$ cat src/rtl/mem_write_monitor.sv
// Run controller and store checker for the single-cycle MIPS computer: holds the CPU in reset,
// runs it, logs every data-memory store and reports pass, wrong-result or timeout.
module mem_write_monitor #(
  parameter int          N           = 32,
  parameter int unsigned RESULT_ADDR = 84,
  parameter logic [31:0] EXPECTED    = 32'h96,
  parameter int          TIMEOUT     = 1024,
  parameter int          CNT_W       = 16,
  parameter int          LOG_DEPTH   = 8
) (
  input  logic             clk,
  input  logic             reset_n,
  input  logic             start,
  input  logic             memwrite,
  input  logic [N-1:0]     dataadr,
  input  logic [N-1:0]     writedata,
  output logic             cpu_reset,
  output logic             running,
  output logic             done,
  output logic             pass,
  output logic             fail_mismatch,
  output logic             fail_timeout,
  output logic [CNT_W-1:0] cycle_count,
  output logic [CNT_W-1:0] write_count,
  output logic             log_valid,
  input  logic             log_ready,
  output logic [N-1:0]     log_addr,
  output logic [N-1:0]     log_data,
  output logic             log_overflow
);

  localparam int AW = $clog2(LOG_DEPTH);

  typedef enum logic [2:0] {
    S_IDLE,
    S_HOLD,
    S_RUN,
    S_PASS,
    S_FAIL
  } state_t;

  state_t           r_state;
  state_t           w_state_next;
  logic             r_hold_cnt;
  logic [CNT_W-1:0] r_cycle_count;
  logic [CNT_W-1:0] r_write_count;
  logic             r_pass;
  logic             r_fail_mismatch;
  logic             r_fail_timeout;
  logic             r_log_overflow;

  logic [N-1:0]     r_mem_addr [LOG_DEPTH];
  logic [N-1:0]     r_mem_data [LOG_DEPTH];
  logic [AW-1:0]    r_wr_ptr;
  logic [AW-1:0]    r_rd_ptr;
  logic [AW:0]      r_occ;

  logic w_store;
  logic w_result_hit;
  logic w_result_ok;
  logic w_timeout;
  logic w_restart;
  logic w_full;
  logic w_pop;
  logic w_push_ok;
  logic w_drop;

  // The bus is only meaningful while the CPU is out of reset.
  assign w_store      = (r_state == S_RUN) && memwrite;
  assign w_result_hit = w_store && (dataadr == N'(RESULT_ADDR));
  assign w_result_ok  = w_result_hit && (writedata == N'(EXPECTED));
  assign w_timeout    = (r_cycle_count == CNT_W'(TIMEOUT - 1));
  assign w_restart    = start && ((r_state == S_IDLE) || (r_state == S_PASS) || (r_state == S_FAIL));
  assign w_full       = (r_occ == (AW+1)'(LOG_DEPTH));
  assign w_pop        = (r_occ != '0) && log_ready;
  // A pop frees the slot in the same cycle, so a full FIFO can still accept.
  assign w_push_ok    = w_store && (!w_full || w_pop);
  assign w_drop       = w_store && w_full && !w_pop;

  always_comb begin
    w_state_next = r_state;
    unique case (r_state)
      S_IDLE, S_PASS, S_FAIL: begin
        if (start) w_state_next = S_HOLD;
      end
      S_HOLD: begin
        if (r_hold_cnt) w_state_next = S_RUN;
      end
      S_RUN: begin
        if (w_result_hit)   w_state_next = w_result_ok ? S_PASS : S_FAIL;
        else if (w_timeout) w_state_next = S_FAIL;
      end
      default: w_state_next = S_IDLE;
    endcase
  end

  always_ff @(posedge clk or negedge reset_n) begin
    if (!reset_n) begin
      r_state         <= S_IDLE;
      r_hold_cnt      <= 1'b0;
      r_cycle_count   <= '0;
      r_write_count   <= '0;
      r_pass          <= 1'b0;
      r_fail_mismatch <= 1'b0;
      r_fail_timeout  <= 1'b0;
    end else begin
      r_state <= w_state_next;
      if (w_restart) begin
        r_hold_cnt      <= 1'b0;
        r_cycle_count   <= '0;
        r_write_count   <= '0;
        r_pass          <= 1'b0;
        r_fail_mismatch <= 1'b0;
        r_fail_timeout  <= 1'b0;
      end else if (r_state == S_HOLD) begin
        r_hold_cnt <= ~r_hold_cnt;
      end else if (r_state == S_RUN) begin
        r_cycle_count <= r_cycle_count + CNT_W'(1);
        if (w_store && (r_write_count != '1)) r_write_count <= r_write_count + CNT_W'(1);
        // A result store in the timeout cycle takes priority over the timeout.
        if (w_result_hit) begin
          r_pass          <= w_result_ok;
          r_fail_mismatch <= !w_result_ok;
        end else if (w_timeout) begin
          r_fail_timeout  <= 1'b1;
        end
      end
    end
  end

  always_ff @(posedge clk or negedge reset_n) begin
    if (!reset_n) begin
      r_wr_ptr       <= '0;
      r_rd_ptr       <= '0;
      r_occ          <= '0;
      r_log_overflow <= 1'b0;
    end else if (w_restart) begin
      r_wr_ptr       <= '0;
      r_rd_ptr       <= '0;
      r_occ          <= '0;
      r_log_overflow <= 1'b0;
    end else begin
      if (w_push_ok) r_wr_ptr <= r_wr_ptr + AW'(1);
      if (w_pop)     r_rd_ptr <= r_rd_ptr + AW'(1);
      case ({w_push_ok, w_pop})
        2'b10:   r_occ <= r_occ + (AW+1)'(1);
        2'b01:   r_occ <= r_occ - (AW+1)'(1);
        default: r_occ <= r_occ;
      endcase
      if (w_drop) r_log_overflow <= 1'b1;
    end
  end

  // Storage has no reset; emptiness is tracked solely by r_occ.
  always_ff @(posedge clk) begin
    if (w_push_ok) begin
      r_mem_addr[r_wr_ptr] <= dataadr;
      r_mem_data[r_wr_ptr] <= writedata;
    end
  end

  assign cpu_reset     = (r_state != S_RUN);
  assign running       = (r_state == S_RUN);
  assign done          = (r_state == S_PASS) || (r_state == S_FAIL);
  assign pass          = r_pass;
  assign fail_mismatch = r_fail_mismatch;
  assign fail_timeout  = r_fail_timeout;
  assign cycle_count   = r_cycle_count;
  assign write_count   = r_write_count;
  assign log_valid     = (r_occ != '0);
  assign log_addr      = log_valid ? r_mem_addr[r_rd_ptr] : '0;
  assign log_data      = log_valid ? r_mem_data[r_rd_ptr] : '0;
  assign log_overflow  = r_log_overflow;

endmodule

$ cat config.mk
export PLATFORM = sky130hd
export DESIGN_NAME = mem_write_monitor
export DESIGN_NICKNAME = d
export VERILOG_FILES = /design/src/rtl/mem_write_monitor.sv
export SDC_FILE = /design/constraint.sdc
export NUM_CORES = 1
export LEC_CHECK = 0
export BUFFER_PORTS_ARGS = -buffer_cell sky130_fd_sc_hd__buf_2
export CORE_ASPECT_RATIO = 0.9
export CORE_MARGIN = 2
export CORE_UTILIZATION = 60
export CTS_BUF_LIST = sky130_fd_sc_hd__clkbuf_8
export CTS_CLUSTER_DIAMETER = 40
export DETAILED_ROUTE_END_ITERATION = 8
export PLACE_DENSITY = 0.8
export SYNTH_ARGS = -nofsm -noshare
export SYNTH_HDL_FRONTEND = slang
export SYNTH_SLANG_ARGS = --single-unit
$ cat constraint.sdc
create_clock -name clk -period 7 [get_ports clk]
set_input_delay 1.4 -clock clk [delete_from_list [all_inputs] [get_ports clk]]
set_output_delay 1.4 -clock clk [all_outputs]
set_load 0.005 [all_outputs]
Yosys cells after proc, flatten, opt, wreduce, memory -nomap -nowiden
Memory sizes are Yosys's and may differ from the RTL's.
Index checks and enable logic that the tools add are counted.
- flip-flop bits (word level): 50
- bits in writable memories: 512
- bits of input ports: 69
- output and inout port bits: 104
- logic and storage cells: 110
- memories: 2
- $add $sub $neg: 6
- equality and inequality tests: 17
- mux-type cells: 40
- bitwise logic cells: 1
- reductions and logical operators: 33
- memory list (memory ; depth ; width ; read ports ; clocked after Yosys merged registers in ; wr ports ; RTL line ; source):
    r_mem_addr ; 8 ; 32 ; 1 ; 0 ; 1 ; 52 ; logic [N-1:0] r_mem_addr [LOG_DEPTH];
    r_mem_data ; 8 ; 32 ; 1 ; 0 ; 1 ; 53 ; logic [N-1:0] r_mem_data [LOG_DEPTH];
- operators by type and width (kind ; number):
    $mux W16 ; 7
    $mux W32 ; 2
    $add A16 B1 Y16 const B ; 2
    $eq A32 B7 Y1 const B ; 1
    $eq A32 B8 Y1 const B ; 1
    $mux W3 ; 9
    $mux W1 ; 19
    $eq A16 B10 Y1 const B ; 1
    $ne A16 B16 Y1 const B ; 1
    $reduce_bool A2 Y1 ; 8
    $logic_and A1 B1 Y1 ; 9
    $pmux W3 S3 ; 1
    $reduce_and A3 Y1 ; 3
    $pmux W4 S2 ; 1
    $add A3 B1 Y3 const B ; 2
    $eq A3 B2 Y1 const B ; 2
    $ne A2 B2 Y1 const B ; 3
    $add A4 B1 Y4 const B ; 1
    $eq A4 B4 Y1 const B ; 1
    $logic_or A1 B1 Y1 ; 4
    $mux W4 ; 1
    $reduce_and A4 Y1 ; 1
    $reduce_bool A4 Y1 ; 1
    $sub A4 B1 Y4 const B ; 1
    13 further kinds ; 15

Longest topological paths before layout
Gate-level depths: netlist of run 1.
- depth after elaboration: 9
- gate-level depth with buffers: 9
- depth with buffers taken out: 8

Worst setup path after synthesis of run 1
OpenSTA, ideal clock, no wires.
- path kind: input to register
- start point: input port memwrite
- end point: memory r_mem_addr[0][0] (enable)
- setup time: 565 ps
- arrival: 6408 ps
- required time: 6435 ps
- setup slack: 27 ps
- stages: 4
- buffers on the path: 0
- cell sequence: nand4bb_1 > a31oi_2 > nand2b_1 > nor3_1
- word-level cells in the longest chain between the ends: 4
- ends and longest elaborated chain (item ; RTL line ; source):
    start, declared ; 14 ; input logic memwrite,
    $logic_and A1 B1 Y1 ; 69 ; assign w_store = (r_state == S_RUN) && memwrite;
    $logic_and A1 B1 Y1 ; 77 ; assign w_push_ok = w_store && (!w_full || w_pop);
    $mux W1 ; 156 ; if (w_push_ok) begin
    $mux W1 (implied by the code) ; 157 ; r_mem_addr[r_wr_ptr] <= dataadr;
    end, declared ; 52 ;
Every way passes these cells.

Final worst setup path of run 1
- start point: register r_rd_ptr[0]
- end point: output port log_data[27]
- word-level cells in the longest chain between the ends: 2
- ends and longest elaborated chain (item ; RTL line ; source):
    start, declared ; 55 ; logic [AW-1:0] r_rd_ptr;
    start signal, assigned ; 144 ; if (w_pop) r_rd_ptr <= r_rd_ptr + AW'(1);
    $mem_v2 Z8 W32 ; -- ;
    $mux W32 ; 172 ; assign log_data = log_valid ? r_mem_data[r_rd_ptr] : '0;
    end, declared ; 28 ; output logic [N-1:0] log_data,
Every way passes these cells.

==> report_table.html, run 1 <==
<table>
<tr><th>Metric</th><th>Value</th></tr>
<tr><th colspan="2">Status</th></tr>
<tr><td>Run status</td><td>complete, no violations</td></tr>
<tr><th colspan="2">Yosys</th></tr>
<tr><td>Basic-gate share of the synthesized area counting and, or, nand and nor cells</td><td>0.0490</td></tr>
<tr><td>Netlist area before placement</td><td>~22000 um2</td></tr>
<tr><td>Ys flop type</td><td>sky130_fd_sc_hd__edfxtp_1</td></tr>
<tr><td>Synth Area in Compound Gates</td><td>0.0193</td></tr>
<tr><td>Cell type with the largest total area after synthesis</td><td>sky130_fd_sc_hd__edfxtp_1</td></tr>
<tr><td>Count of distinct cell types in the synthesized netlist</td><td>63</td></tr>
<tr><td>List of most frequent post-synthesis cells</td><td>sky130_fd_sc_hd__edfxtp_1, sky130_fd_sc_hd__mux4_2, sky130_fd_sc_hd__nor2_1, sky130_fd_sc_hd__mux2i_1, sky130_fd_sc_hd__dfrtp_1</td></tr>
<tr><td>Synth Register Bits</td><td>roughly 560</td></tr>
<tr><td>Post-Synthesis Cells</td><td>~1.1k</td></tr>
<tr><td>Cell types occupying the most area after synthesis</td><td>sky130_fd_sc_hd__edfxtp_1, sky130_fd_sc_hd__mux4_2, sky130_fd_sc_hd__dfrtp_1</td></tr>
<tr><td>Post-synthesis net count</td><td>1210</td></tr>
<tr><td>Post-Synth XOR/XNOR Area</td><td>0.00746</td></tr>
<tr><td>Most repeated cell in the gate-level netlist after synthesis</td><td>sky130_fd_sc_hd__edfxtp_1</td></tr>
<tr><td>Post-synthesis sequential area ratio</td><td>0.745</td></tr>
<tr><td>FFs w/ async S/R, synth</td><td>0.0890</td></tr>
<tr><td>Synthesized-area fraction occupied by adder cells</td><td>0.00381</td></tr>
<tr><td>EDFF count, synth</td><td>just over 500</td></tr>
<tr><td>Yosys top cell area share</td><td>0.689</td></tr>
<tr><td>Syn Area/Cell</td><td>19.7 um2</td></tr>
<tr><td>Combinational family with the most area after synthesis</td><td>multiplexers</td></tr>
<tr><td>Multiplexer area fraction after synthesis</td><td>0.163</td></tr>
<tr><td>Synth warnings</td><td>0</td></tr>
<tr><th colspan="2">Timing</th></tr>
<tr><td>Slew of the pin with the lowest slew margin</td><td>1.24 ns</td></tr>
<tr><td>Headroom to the max-slew limit</td><td>0.172</td></tr>
<tr><td>Total negative setup slack</td><td>0 ns</td></tr>
<tr><td>Final setup slack of the worst path</td><td>about 2.4 ns</td></tr>
<tr><td>Final setup violation count</td><td>0</td></tr>
<tr><td>Achievable clock frequency</td><td>between 0.2 and 0.25 GHz</td></tr>
<tr><td>Unrepaired setup endpoints after global routing</td><td>no</td></tr>
<tr><td>Number of max-slew violations in the final report</td><td>0</td></tr>
<tr><td>Clock Skews</td><td>0.0299 ns</td></tr>
<tr><td>Fin crit period</td><td>4.60 ns</td></tr>
<tr><td>Number of hold violations in the final report</td><td>0</td></tr>
<tr><td>Fraction of the cycle the final worst path needs</td><td>0.657</td></tr>
<tr><th colspan="2">Place</th></tr>
<tr><td>Number of port buffers</td><td>172</td></tr>
<tr><td>Worst setup slack after placement</td><td>between 2 and 3 ns</td></tr>
<tr><td>Placed cell areas</td><td>between 20000 and 25000 um2</td></tr>
<tr><td>Total instance count after detailed placement</td><td>roughly 1.7k</td></tr>
<tr><td>Placer Congestion</td><td>just under 0.8</td></tr>
<tr><td>Half-perimeter wire length after placement</td><td>25.4 mm</td></tr>
<tr><th colspan="2">Clock tree</th></tr>
<tr><td>Total clock buffers created by CTS</td><td>86</td></tr>
<tr><td>Deepest clock path buffer count</td><td>3</td></tr>
<tr><td>Clock tree from TritonCTS</td><td>done</td></tr>
<tr><td>Clock latency of the later-clocked register in the worst-skew pair</td><td>~0.63 ns</td></tr>
<tr><td>Clock sink count</td><td>~560</td></tr>
<tr><td>Root buffer selected by CTS</td><td>sky130_fd_sc_hd__clkbuf_8</td></tr>
<tr><td>CTS resizes</td><td>0</td></tr>
<tr><td>Deepest level of the CTS H-tree</td><td>3</td></tr>
<tr><td>CTS Hold Buffers Added</td><td>0</td></tr>
<tr><td>Setup bufs post-CTS</td><td>0</td></tr>
<tr><td>Clock transition at the register clock pins on the worst setup and hold paths after CTS</td><td>roughly 0.06 ns</td></tr>
<tr><th colspan="2">Pwr</th></tr>
<tr><td>Total power divided by cell area</td><td>a little under 400 nW/um2</td></tr>
<tr><td>Total power</td><td>9.88 mW</td></tr>
<tr><td>Sequential group share of total power</td><td>0.457</td></tr>
<tr><td>Portion of total power attributed to combinational logic</td><td>0.278</td></tr>
<tr><td>Clock power share</td><td>0.266</td></tr>
<tr><td>Leakage power</td><td>around 9 nW</td></tr>
<tr><td>Net switching component of the power</td><td>between 2 and 3 mW</td></tr>
<tr><td>Internal power</td><td>around 6.9 mW</td></tr>
<tr><td>Worst vdd rail ir drop</td><td>around 0.00033 V</td></tr>
<tr><td>Share of total power consumed by net switching</td><td>0.300</td></tr>
<tr><th colspan="2">Floorplan</th></tr>
<tr><td>Die width</td><td>around 210 um</td></tr>
<tr><td>Area of the core</td><td>between 30000 and 40000 um2</td></tr>
<tr><td>Floorplan die height</td><td>between 150 and 200 um</td></tr>
<tr><td># rows</td><td>between 60 and 70</td></tr>
<tr><td>Ports</td><td>about 170</td></tr>
<tr><td>Die Footprint</td><td>between 30000 and 40000 um2</td></tr>
<tr><td>Starting density of the core</td><td>0.613</td></tr>
<tr><th colspan="2">Critical path</th></tr>
<tr><td>Critical path peak fanout</td><td>34</td></tr>
<tr><td>WP data arrival</td><td>around 3.2 ns</td></tr>
<tr><td>Launching element type of the critical path</td><td>flip-flop</td></tr>
<tr><td>Worst endpoint required time</td><td>roughly 5.6 ns</td></tr>
<tr><td>Crit path capture type</td><td>output pin</td></tr>
<tr><td>WS Path Type</td><td>flip-flop to output pin</td></tr>
<tr><th colspan="2">Layout</th></tr>
<tr><td>Relative area change from synthesis to final layout</td><td>14.1%</td></tr>
<tr><td>Net count reported at finish</td><td>1435</td></tr>
<tr><td>Number of fill cells</td><td>about 2.3k</td></tr>
<tr><td>Final standard cell area without fillers</td><td>25500 um2</td></tr>
<tr><td>Cell Count, Final, Fillers Out</td><td>between 1.5k and 2k</td></tr>
<tr><td>Layout cell share with drive strength beyond 1</td><td>0.317</td></tr>
<tr><th colspan="2">Worst hold path</th></tr>
<tr><td>Class of the tightest hold or removal check</td><td>flip-flop to flip-flop</td></tr>
<tr><th colspan="2">Routing</th></tr>
<tr><td>Total Routed Length</td><td>44.1 mm</td></tr>
<tr><td>Detail-routed via count per cell</td><td>~6.0</td></tr>
<tr><td>Drt first-iter violations</td><td>969</td></tr>
<tr><td>Final antenna-violating net count</td><td>0</td></tr>
<tr><td>Detailed-router iteration count before antenna repair</td><td>5</td></tr>
<tr><td>Overall via count from detail_route</td><td>around 11k</td></tr>
<tr><td>DRC errors left</td><td>0</td></tr>
<tr><td>Post-DR wirelength/cell</td><td>~23 um</td></tr>
<tr><th colspan="2">Global routing</th></tr>
<tr><td>Total gr overflow</td><td>0</td></tr>
<tr><td>Via count of the first global-routing pass</td><td>roughly 12k</td></tr>
<tr><td>First-pass GRT wire length</td><td>68.2 mm</td></tr>
<tr><td>GRT Resource Usage Total</td><td>0.229</td></tr>
<tr><td>Maximum number of pins on one net before global-route repair</td><td>a little over 70</td></tr>
<tr><td>Number of antenna violations at the first check in global routing</td><td>6</td></tr>
<tr><th colspan="2">Run</th></tr>
<tr><td>Total of max-cap violations</td><td>0</td></tr>
</table>
## layer usage
| metal | global-route usage | up-vias | wire length (um) |
|---|---|---|---|
| met4 | 0.0813 | 4 | 1030 |
| met1 | 0.330 | 5887 | 18600 |
| met2 | 0.357 | 414 | 21400 |
| li1 | - | 5088 | - |
| met5 | 0 | - | 22 |
| met3 | 0.0463 | 72 | 3010 |
## sequential cells by signal, indices dropped and copies added, names as in the netlist
register,cells
cycle_count,16
fail_mismatch,1
fail_timeout,1
log_overflow,1
pass,1
r_hold_cnt,1
r_mem_addr,256
r_mem_data,256
r_occ,4
r_rd_ptr,3
r_state,3
r_wr_ptr,3
write_count,16
## power by group through the flow
stage	Sequential (mW)	Clock, mW	Combinational [mW]
6_report	4.51	2.62	2.74
2_1_floorplan	4.37	0	1.99
3_5_place_dp	4.58	0	2.79
4_1_cts	4.52	2.68	2.80
5_1_grt	4.56	2.83	2.99
3_3_place_gp	4.56	0	2.77
## worst max-delay path, stage by stage, from the launching register on
cell and delay (ns):
sky130_fd_sc_hd__dfrtp_4 0.86, sky130_fd_sc_hd__buf_4 0.59, sky130_fd_sc_hd__mux4_2 0.57, sky130_fd_sc_hd__mux2i_1 0.30, sky130_fd_sc_hd__nor2_1 0.06, sky130_fd_sc_hd__buf_2 0.14
## final timing paths
path	from	endpoint	slack (ns)	cells after the start
worst max-delay path	r_rd_ptr[0]	log_data[27]	2.40	5
worst min-delay path	r_hold_cnt	r_hold_cnt	0.52	1
worst max register to register	r_state[2]	r_mem_data[4][18]	3.45	5
worst min register to register	r_hold_cnt	r_hold_cnt	0.52	1
max in group asynchronous	reset_n	r_rd_ptr[1]	5.58	2
min in group asynchronous	reset_n	write_count[10]	0.89	2
## stage by stage
stage               hold WS (ns)   util
CTS                        0.522  0.699
detailed placement         0.503  0.652
finish                     0.519  0.699
global route               0.543  0.699
floorplan                  0.482      -
global placement           0.482  0.652
## final cells by class
type,count,area (um2),share of cell area
Multi-Input combinational cell,510,5470,0.215
Timing Repair Buffer,191,1020,0.0399
Inverter,9,35.0,0.00138
Tap cell,476,596,0.0234
Clock buffer,86,1180,0.0465
Sequential cell,562,16600,0.654
Antenna cell,5,12.5,0.000492
Clock inverter,71,499,0.0196
## cells in the final DEF, fill, tap and decap left out, types with 4 or more instances in the layout
cell type                     n
sky130_fd_sc_hd__nor2_1      94
sky130_fd_sc_hd__and3_1       6
sky130_fd_sc_hd__edfxtp_1   512
sky130_fd_sc_hd__nor4_1      13
sky130_fd_sc_hd__nand3_1      9
sky130_fd_sc_hd__and2_1       4
sky130_fd_sc_hd__clkinv_2    10
sky130_fd_sc_hd__clkbuf_8    86
sky130_fd_sc_hd__nand2_1     31
sky130_fd_sc_hd__xor2_1      13
sky130_fd_sc_hd__and4_1       5
sky130_fd_sc_hd__xnor2_1      6
sky130_fd_sc_hd__or3_1        5
sky130_fd_sc_hd__mux4_2     128
sky130_fd_sc_hd__o21ai_0     12
sky130_fd_sc_hd__diode_2      5
sky130_fd_sc_hd__clkinv_1    19
sky130_fd_sc_hd__bufinv_16    6
sky130_fd_sc_hd__nand4_1     11
sky130_fd_sc_hd__a21oi_1     18
sky130_fd_sc_hd__buf_2      172
sky130_fd_sc_hd__or4_1        6
sky130_fd_sc_hd__mux2i_1     69
sky130_fd_sc_hd__ha_1         6
sky130_fd_sc_hd__nand2b_1     6
sky130_fd_sc_hd__o31ai_1      4
sky130_fd_sc_hd__inv_1       36
sky130_fd_sc_hd__dfrtp_1     47
sky130_fd_sc_hd__buf_4       18
sky130_fd_sc_hd__nor2_4       6
sky130_fd_sc_hd__nor3_1       8
## kinds of logic after synthesis
family / Yosys count
multiplexers: 201
XOR/XNOR: 19
AND/OR/NAND/NOR: 221
buffers and inverters: 63
AO/OA/AOI/OAI: 62
adder cells (fa/ha/maj): 7
flip-flops: 562
(Power assumes the default switching activity.)
==> inputs of run 2 (changes only) <==
Settings changed: ABC_AREA set to 1, CORE_UTILIZATION 60 to 56, PLACE_DENSITY 0.8 to 0.78.
Clock period 7 ns to 4.2 ns, I/O delays scaled along.
==> run 2 against run 1 <==
Sequential share of layout area is 2.7 points lower. Design area is 4.2% higher. Utilization decreased by 5.0 points. Total power up 66%. Cell count increased by 41%. Setup slack lost 2.2 ns. Global-route usage is 1.6 points higher. Non-clock buffer count increased by 11. Register-to-register slack lost 2.1 ns. Synthesized cell count up 67%.
==> report_table.html, run 2 <==
<table>
<tr><th>Metric</th><th>Value</th></tr>
<tr><th colspan="2">Timing</th></tr>
<tr><td>Fin crit period</td><td>3.98 ns</td></tr>
<tr><td>Headroom to the max-slew limit</td><td>0.271</td></tr>
<tr><td>Number of max-slew violations in the final report</td><td>0</td></tr>
<tr><td>Fraction of the cycle the final worst path needs</td><td>0.947</td></tr>
<tr><td>Clock Skews</td><td>between 0.015 and 0.02 ns</td></tr>
<tr><td>Number of hold violations in the final report</td><td>0</td></tr>
<tr><td>Unrepaired setup endpoints after global routing</td><td>no</td></tr>
<tr><td>Slew of the pin with the lowest slew margin</td><td>between 1 and 1.5 ns</td></tr>
<tr><td>Post-Route Hold Slack</td><td>between 0.2 and 0.3 ns</td></tr>
<tr><td>Achievable clock frequency</td><td>approximately 0.25 GHz</td></tr>
<tr><td>Final setup violation count</td><td>0</td></tr>
<tr><td>Total negative setup slack</td><td>0 ns</td></tr>
<tr><th colspan="2">Floorplan</th></tr>
<tr><td>Die width</td><td>between 200 and 250 um</td></tr>
<tr><td>Floorplan die height</td><td>around 200 um</td></tr>
<tr><td>Starting density of the core</td><td>0.571</td></tr>
<tr><td>Ports</td><td>173</td></tr>
<tr><td>Area of the core</td><td>between 40000 and 50000 um2</td></tr>
<tr><td># rows</td><td>70</td></tr>
<tr><td>Die Footprint</td><td>43400 um2</td></tr>
<tr><th colspan="2">Pwr</th></tr>
<tr><td>Clock power share</td><td>0.280</td></tr>
<tr><td>Portion of total power attributed to combinational logic</td><td>0.319</td></tr>
<tr><td>Total power divided by cell area</td><td>about 620 nW/um2</td></tr>
<tr><td>Share of total power consumed by net switching</td><td>0.349</td></tr>
<tr><td>Net switching component of the power</td><td>roughly 5.7 mW</td></tr>
<tr><td>Sequential group share of total power</td><td>0.401</td></tr>
<tr><td>Internal power</td><td>roughly 11 mW</td></tr>
<tr><td>Worst vdd rail ir drop</td><td>roughly 0.00055 V</td></tr>
<tr><td>Leakage power</td><td>roughly 9.5 nW</td></tr>
<tr><td>Total power</td><td>16.4 mW</td></tr>
<tr><th colspan="2">Worst hold path</th></tr>
<tr><td>Class of the tightest hold or removal check</td><td>input port to asynchronous set/reset pin</td></tr>
<tr><th colspan="2">Global routing</th></tr>
<tr><td>First-pass GRT wire length</td><td>a little over 80 mm</td></tr>
<tr><td>Total gr overflow</td><td>0</td></tr>
<tr><td>Number of antenna violations at the first check in global routing</td><td>7</td></tr>
<tr><td>GRT Resource Usage Total</td><td>0.245</td></tr>
<tr><td>Via count of the first global-routing pass</td><td>~16k</td></tr>
<tr><td>Maximum number of pins on one net before global-route repair</td><td>between 150 and 200</td></tr>
<tr><th colspan="2">Routing</th></tr>
<tr><td>Detailed-router iteration count before antenna repair</td><td>5</td></tr>
<tr><td>Post-DR wirelength/cell</td><td>between 15 and 20 um</td></tr>
<tr><td>Overall via count from detail_route</td><td>approximately 16k</td></tr>
<tr><td>DRC errors left</td><td>0</td></tr>
<tr><td>Total Routed Length</td><td>between 50 and 60 mm</td></tr>
<tr><td>Detail-routed via count per cell</td><td>5.79</td></tr>
<tr><td>Drt first-iter violations</td><td>about 1.5k</td></tr>
<tr><td>Final antenna-violating net count</td><td>0</td></tr>
<tr><th colspan="2">Layout</th></tr>
<tr><td>Layout cell share with drive strength beyond 1</td><td>0.186</td></tr>
<tr><td>Biggest regs</td><td>r_mem_addr: 256 flops, r_mem_data: 256 flops</td></tr>
<tr><td>Relative area change from synthesis to final layout</td><td>13.5%</td></tr>
<tr><td>Highest-count cells in the layout ignoring fill and taps</td><td>sky130_fd_sc_hd__nor2_1, sky130_fd_sc_hd__edfxtp_1, sky130_fd_sc_hd__o21ai_0</td></tr>
<tr><td>Most frequent standard cell in the layout excluding fill and tap cells</td><td>sky130_fd_sc_hd__nor2_1</td></tr>
<tr><td>Net count reported at finish</td><td>~2.2k</td></tr>
<tr><th colspan="2">Critical path</th></tr>
<tr><td>Launching element type of the critical path</td><td>flip-flop</td></tr>
<tr><td>Critical path peak fanout</td><td>81</td></tr>
<tr><td>WS Path Type</td><td>flip-flop to output pin</td></tr>
<tr><td>Worst endpoint required time</td><td>between 3 and 4 ns</td></tr>
<tr><td>WP data arrival</td><td>~3.1 ns</td></tr>
<tr><td>Crit path capture type</td><td>output pin</td></tr>
<tr><th colspan="2">Run</th></tr>
<tr><td>Total of max-cap violations</td><td>0</td></tr>
<tr><th colspan="2">Yosys</th></tr>
<tr><td>List of most frequent post-synthesis cells</td><td>sky130_fd_sc_hd__nor2_1, sky130_fd_sc_hd__edfxtp_1, sky130_fd_sc_hd__o21ai_0, sky130_fd_sc_hd__nand2_1, sky130_fd_sc_hd__o32ai_1</td></tr>
<tr><td>Synth Register Bits</td><td>around 560</td></tr>
<tr><td>Post-synthesis net count</td><td>1969</td></tr>
<tr><td>Syn Area/Cell</td><td>~12 um2</td></tr>
<tr><td>Ys flop type</td><td>sky130_fd_sc_hd__edfxtp_1</td></tr>
<tr><td>Post-Synthesis Cells</td><td>between 1.5k and 2k</td></tr>
<tr><td>FFs w/ async S/R, synth</td><td>0.0890</td></tr>
<tr><td>Synth warnings</td><td>0</td></tr>
<tr><td>EDFF count, synth</td><td>around 500</td></tr>
<tr><td>Cell type with the largest total area after synthesis</td><td>sky130_fd_sc_hd__edfxtp_1</td></tr>
<tr><td>Cell types occupying the most area after synthesis</td><td>sky130_fd_sc_hd__edfxtp_1, sky130_fd_sc_hd__nor2_1, sky130_fd_sc_hd__dfrtp_1</td></tr>
<tr><td>Post-synthesis sequential area ratio</td><td>0.712</td></tr>
<tr><td>Count of distinct cell types in the synthesized netlist</td><td>43</td></tr>
<tr><td>Yosys top cell area share</td><td>0.658</td></tr>
<tr><td>Most repeated cell in the gate-level netlist after synthesis</td><td>sky130_fd_sc_hd__nor2_1</td></tr>
<tr><td>Netlist area before placement</td><td>roughly 23000 um2</td></tr>
<tr><th colspan="2">Place</th></tr>
<tr><td>Placer Congestion</td><td>0.844</td></tr>
<tr><td>Number of port buffers</td><td>around 170</td></tr>
<tr><td>Half-perimeter wire length after placement</td><td>roughly 29 mm</td></tr>
<tr><th colspan="2">Clock tree</th></tr>
<tr><td>Setup bufs post-CTS</td><td>0</td></tr>
<tr><td>Clock tree from TritonCTS</td><td>done</td></tr>
<tr><td>Total clock buffers created by CTS</td><td>90</td></tr>
<tr><td>Deepest level of the CTS H-tree</td><td>3</td></tr>
<tr><td>Clock latency of the later-clocked register in the worst-skew pair</td><td>0.65 ns</td></tr>
<tr><td>CTS Hold Buffers Added</td><td>0</td></tr>
<tr><td>Clock transition at the register clock pins on the worst setup and hold paths after CTS</td><td>~0.060 ns</td></tr>
<tr><td>Clock sink count</td><td>between 500 and 600</td></tr>
<tr><td>Root buffer selected by CTS</td><td>sky130_fd_sc_hd__clkbuf_8</td></tr>
<tr><td>Deepest clock path buffer count</td><td>3</td></tr>
<tr><td>CTS resizes</td><td>0</td></tr>
<tr><th colspan="2">Status</th></tr>
<tr><td>Run status</td><td>complete, no violations</td></tr>
</table>
==> run 2: power by group through the flow <==
stage,registers (mW),logic (mW),clock network (mW)
2_1_floorplan,6.52,3.63,0
4_1_cts,6.56,5.26,4.70
5_1_grt,6.59,5.80,4.91
3_5_place_dp,6.67,5.24,0
6_report,6.57,5.23,4.60
3_3_place_gp,6.66,5.10,0
==> run 2: final cells by class <==
class                           count  area, um2
Sequential cell                   562      16600
Multi-Input combinational cell   1168       6030
Fill cell                        2963      14400
Inverter                           54        210
Tap cell                          540        676
Timing Repair Buffer              202       1160
Clock inverter                     69        480
Antenna cell                        5       12.5
Clock buffer                       96       1320
==> run 2: per-layer routing <==
metal  part of all wire  vias to the layer above  GRT usage
met3              0.072                      107     0.0538
met1               0.42                     7662      0.333
met4              0.025                        6     0.0966
li1                   -                     7230          -
met2               0.48                      609      0.390
met5            0.00087                        -          0
==> run 2: kinds of logic (layout without fill, tap and decap cells) <==
| group | after synthesis | after routing | synth area share |
|---|---|---|---|
| AOI/OAI and AO/OA | 373 | 373 | 0.115 |
| DFF | 562 | 562 | 0.712 |
| adders and majority gates | 6 | 6 | 0.00321 |
| other | 0 | 5 | 0 |
| buffers and inverters | 164 | 421 | 0.0331 |
| and+or+nand+nor | 781 | 781 | 0.134 |
| xor gates and xnor gates | 8 | 8 | 0.00300 |
==> run 2: metrics by stage <==
stage / cell area, um2 / utilization / worst slack (ns) / cells
after detailed placement: 24700 / 0.604 / 0.980 / 2526
after global routing: 26500 / 0.648 / 0.0682 / 2694
after CTS: 26500 / 0.648 / 0.281 / 2691
after global placement: 24700 / 0.604 / 1.01 / 2526
after floorplan: 23400 / - / -0.375 / 1894
final: 26500 / 0.649 / 0.223 / 2696
==> run 2: critical path: stages, from the launching register on <==
cell and delay (ns):
sky130_fd_sc_hd__dfrtp_4 0.69, sky130_fd_sc_hd__inv_8 0.41, sky130_fd_sc_hd__buf_4 0.42, sky130_fd_sc_hd__nor2_1 0.08, sky130_fd_sc_hd__o32ai_1 0.25, sky130_fd_sc_hd__o21ai_0 0.16
sky130_fd_sc_hd__nor2_1 0.24, sky130_fd_sc_hd__buf_2 0.15
==> run 2: final timing paths <==
check	start	endpoint	slack [ns]	cells past startpoint
setup reg to reg	r_occ[0]	r_occ[2]	1.35	13
min in group clk	dataadr[12]	r_mem_addr[2][12]	0.47	1
hold reg to reg	pass	pass	0.49	2
max in group asynchronous	reset_n	r_rd_ptr[0]	3.16	2
hold / removal	reset_n	write_count[13]	0.27	1
setup / recovery	r_rd_ptr[0]	log_data[26]	0.22	7
==> inputs of run 3 (changes only) <==
Settings changed: CTS_BUF_LIST sky130_fd_sc_hd__clkbuf_8 to sky130_fd_sc_hd__clkbuf_4 sky130_fd_sc_hd__clkbuf_8.
==> run 3 against run 2 <==
Total power up 1.6%. Flip-flop and latch count unchanged. Combinational power about the same. Non-clock buffer count unchanged. Sequential share of layout area down 0.28 points. Highest routed layer unchanged. Cell count unchanged. Die area unchanged. First-iteration DRC count down 1.9%. Sequential power about the same. Hold slack better by 0.0025 ns. Critical path depth unchanged. Clock skew about the same.
==> report_table.html, run 3 (synthesis results as in run 2) <==
<table>
<tr><th>Metric</th><th>Value</th></tr>
<tr><th colspan="2">Status</th></tr>
<tr><td>Run status</td><td>complete, no violations</td></tr>
<tr><th colspan="2">Clock tree</th></tr>
<tr><td>Total clock buffers created by CTS</td><td>90</td></tr>
<tr><td>Deepest level of the CTS H-tree</td><td>3</td></tr>
<tr><td>Setup bufs post-CTS</td><td>0</td></tr>
<tr><td>Clock latency of the later-clocked register in the worst-skew pair</td><td>around 0.65 ns</td></tr>
<tr><td>CTS Hold Buffers Added</td><td>0</td></tr>
<tr><td>Clock tree from TritonCTS</td><td>done</td></tr>
<tr><td>Clock transition at the register clock pins on the worst setup and hold paths after CTS</td><td>0.06 ns</td></tr>
<tr><td>Deepest clock path buffer count</td><td>3</td></tr>
<tr><td>Clock sink count</td><td>around 560</td></tr>
<tr><td>Root buffer selected by CTS</td><td>sky130_fd_sc_hd__clkbuf_8</td></tr>
<tr><td>CTS resizes</td><td>0</td></tr>
<tr><th colspan="2">Critical path</th></tr>
<tr><td>Slowest cell on crit path</td><td>sky130_fd_sc_hd__dfrtp_4</td></tr>
<tr><td>Largest stage delay on the critical path</td><td>0.68 ns</td></tr>
<tr><td>Critical path peak fanout</td><td>around 80</td></tr>
<tr><td>WS Path Type</td><td>flip-flop to output pin</td></tr>
<tr><td>Crit path capture type</td><td>output pin</td></tr>
<tr><td>WP data arrival</td><td>between 3 and 4 ns</td></tr>
<tr><td>Cell Chain, Critical Path</td><td>inv_8 -&gt; buf_4 -&gt; nor2_1 -&gt; o32ai_1 -&gt; o21ai_0 -&gt; nor2_1 -&gt; buf_2</td></tr>
<tr><td>Launching element type of the critical path</td><td>flip-flop</td></tr>
<tr><td>Critical path's most frequent cell</td><td>sky130_fd_sc_hd__nor2_1</td></tr>
<tr><td>Setup slack of the worst register-to-register path</td><td>~1.4 ns</td></tr>
<tr><td>Worst endpoint required time</td><td>about 3.4 ns</td></tr>
<tr><th colspan="2">Timing</th></tr>
<tr><td>Fraction of the cycle the final worst path needs</td><td>0.941</td></tr>
<tr><td>Unrepaired setup endpoints after global routing</td><td>no</td></tr>
<tr><td>Achievable clock frequency</td><td>between 0.2 and 0.3 GHz</td></tr>
<tr><td>Number of max-slew violations in the final report</td><td>0</td></tr>
<tr><td>Final setup violation count</td><td>0</td></tr>
<tr><td>Fin crit period</td><td>slightly below 4 ns</td></tr>
<tr><td>Clock Skews</td><td>approximately 0.020 ns</td></tr>
<tr><td>Number of hold violations in the final report</td><td>0</td></tr>
<tr><td>Total negative setup slack</td><td>0 ns</td></tr>
<tr><td>Headroom to the max-slew limit</td><td>0.273</td></tr>
<tr><td>Post-Route Hold Slack</td><td>about 0.28 ns</td></tr>
<tr><td>Slew of the pin with the lowest slew margin</td><td>1.09 ns</td></tr>
<tr><th colspan="2">Layout</th></tr>
<tr><td>Relative area change from synthesis to final layout</td><td>14.1%</td></tr>
<tr><td>Net count reported at finish</td><td>between 2k and 2.5k</td></tr>
<tr><td>Cell Count, Final, Fillers Out</td><td>around 2.7k</td></tr>
<tr><td>Number of fill cells</td><td>between 2k and 3k</td></tr>
<tr><td>Layout cell share with drive strength beyond 1</td><td>0.201</td></tr>
<tr><td>Most frequent standard cell in the layout excluding fill and tap cells</td><td>sky130_fd_sc_hd__nor2_1</td></tr>
<tr><td>Biggest regs</td><td>r_mem_addr: 256 flops, r_mem_data: 256 flops</td></tr>
<tr><td>Highest-count cells in the layout ignoring fill and taps</td><td>sky130_fd_sc_hd__nor2_1, sky130_fd_sc_hd__edfxtp_1, sky130_fd_sc_hd__o21ai_0</td></tr>
<tr><td>Post-layout utilization of the core</td><td>0.652</td></tr>
<tr><th colspan="2">Routing</th></tr>
<tr><td>Detail-routed via count per cell</td><td>between 5 and 6</td></tr>
<tr><td>Total Routed Length</td><td>52.6 mm</td></tr>
<tr><td>Detailed-router iteration count before antenna repair</td><td>5</td></tr>
<tr><td>Final antenna-violating net count</td><td>0</td></tr>
<tr><td>Drt first-iter violations</td><td>about 1.4k</td></tr>
<tr><td>Post-DR wirelength/cell</td><td>just under 20 um</td></tr>
<tr><td>Overall via count from detail_route</td><td>15.6k</td></tr>
<tr><td>DRC errors left</td><td>0</td></tr>
<tr><th colspan="2">Global routing</th></tr>
<tr><td>Total gr overflow</td><td>0</td></tr>
<tr><td>First-pass GRT wire length</td><td>around 83 mm</td></tr>
<tr><td>Maximum number of pins on one net before global-route repair</td><td>165</td></tr>
<tr><td>Number of antenna violations at the first check in global routing</td><td>7</td></tr>
<tr><td>Via count of the first global-routing pass</td><td>~16k</td></tr>
<tr><td>GRT Resource Usage Total</td><td>0.246</td></tr>
<tr><th colspan="2">Floorplan</th></tr>
<tr><td>Starting density of the core</td><td>0.571</td></tr>
<tr><td>Die Footprint</td><td>around 43000 um2</td></tr>
<tr><td>Die width</td><td>~220 um</td></tr>
<tr><td>Floorplan die height</td><td>between 150 and 200 um</td></tr>
<tr><td># rows</td><td>70</td></tr>
<tr><td>Ports</td><td>between 150 and 200</td></tr>
<tr><td>Area of the core</td><td>about 40000 um2</td></tr>
<tr><th colspan="2">Place</th></tr>
<tr><td>Number of port buffers</td><td>~170</td></tr>
<tr><td>Placer Congestion</td><td>~0.84</td></tr>
<tr><td>Total instance count after detailed placement</td><td>between 2k and 3k</td></tr>
<tr><td>Half-perimeter wire length after placement</td><td>~29 mm</td></tr>
<tr><th colspan="2">Pwr</th></tr>
<tr><td>Total power divided by cell area</td><td>about 630 nW/um2</td></tr>
<tr><td>Total power</td><td>about 17 mW</td></tr>
<tr><td>Worst vdd rail ir drop</td><td>0.000557 V</td></tr>
<tr><td>Leakage power</td><td>between 9 and 10 nW</td></tr>
<tr><th colspan="2">Run</th></tr>
<tr><td>Total of max-cap violations</td><td>0</td></tr>
<tr><th colspan="2">Worst hold path</th></tr>
<tr><td>Class of the tightest hold or removal check</td><td>input port to asynchronous set/reset pin</td></tr>
</table>
==> run 3: changes by cell type in the layout (fill, tap and decap cells not counted) <==
cell,previous run,this run
sky130_fd_sc_hd__clkbuf_4,0,32
sky130_fd_sc_hd__inv_1,83,51
==> run 3: per-stage QoR <==
step | area, um2 | setup WS [ns]
after CTS | 26600 | 0.281
final | 26600 | 0.246
after floorplan | 23400 | -0.375
after global placement | 24700 | 1.01
after global routing | 26600 | 0.0636
after detailed placement | 24700 | 0.980
==> run 3: metal layers <==
layer	routed length, um	GRT usage	part of all wire
met1	22000	0.334	0.42
met2	25200	0.392	0.48
met3	4030	0.0528	0.077
met4	1320	0.0938	0.025
met5	46	0	0.00087
==> run 3: critical path: cells and delay by family, from the launching register on <==
| kind | cells | cell delay (ns) |
|---|---|---|
| AO/OA/AOI/OAI | 2 | 0.39 |
| buffers and inverters | 3 | 0.99 |
| flip-flops | 1 | 0.68 |
| AND/OR/NAND/NOR | 2 | 0.32 |
==> run 3: cell type report <==
| class | count | area (um2) | share of cell area |
|---|---|---|---|
| tap | 540 | 676 | 0.0254 |
| sequential | 562 | 16600 | 0.624 |
| clock inverter | 37 | 360 | 0.0135 |
| multi-input combinational | 1168 | 6030 | 0.226 |
| inverter | 54 | 210 | 0.00789 |
| antenna | 5 | 12.5 | 0.000470 |
| timing repair buffer | 202 | 1160 | 0.0436 |
| clock buffer | 128 | 1560 | 0.0586 |
==> run 3: power breakdown <==
part / total, mW / internal, mW / switching, mW
clock: 4.88 / 2.79 / 2.08
combinational: 5.22 / 1.85 / 3.37
sequential: 6.57 / 6.31 / 0.254
total: 16.7 / 11.0 / 5.71
==> run 3: path summary, 6_finish.rpt <==
| check | from | endpoint | depth (start not counted) |
|---|---|---|---|
| hold reg to reg | pass | pass | 2 |
| setup reg to reg | r_state[0] | r_mem_data[0][12] | 8 |
| max in group asynchronous | reset_n | r_rd_ptr[0] | 2 |
| hold / removal | reset_n | write_count[13] | 1 |
| min in group clk | dataadr[12] | r_mem_addr[2][12] | 1 |
| setup / recovery | r_rd_ptr[0] | log_data[26] | 7 |
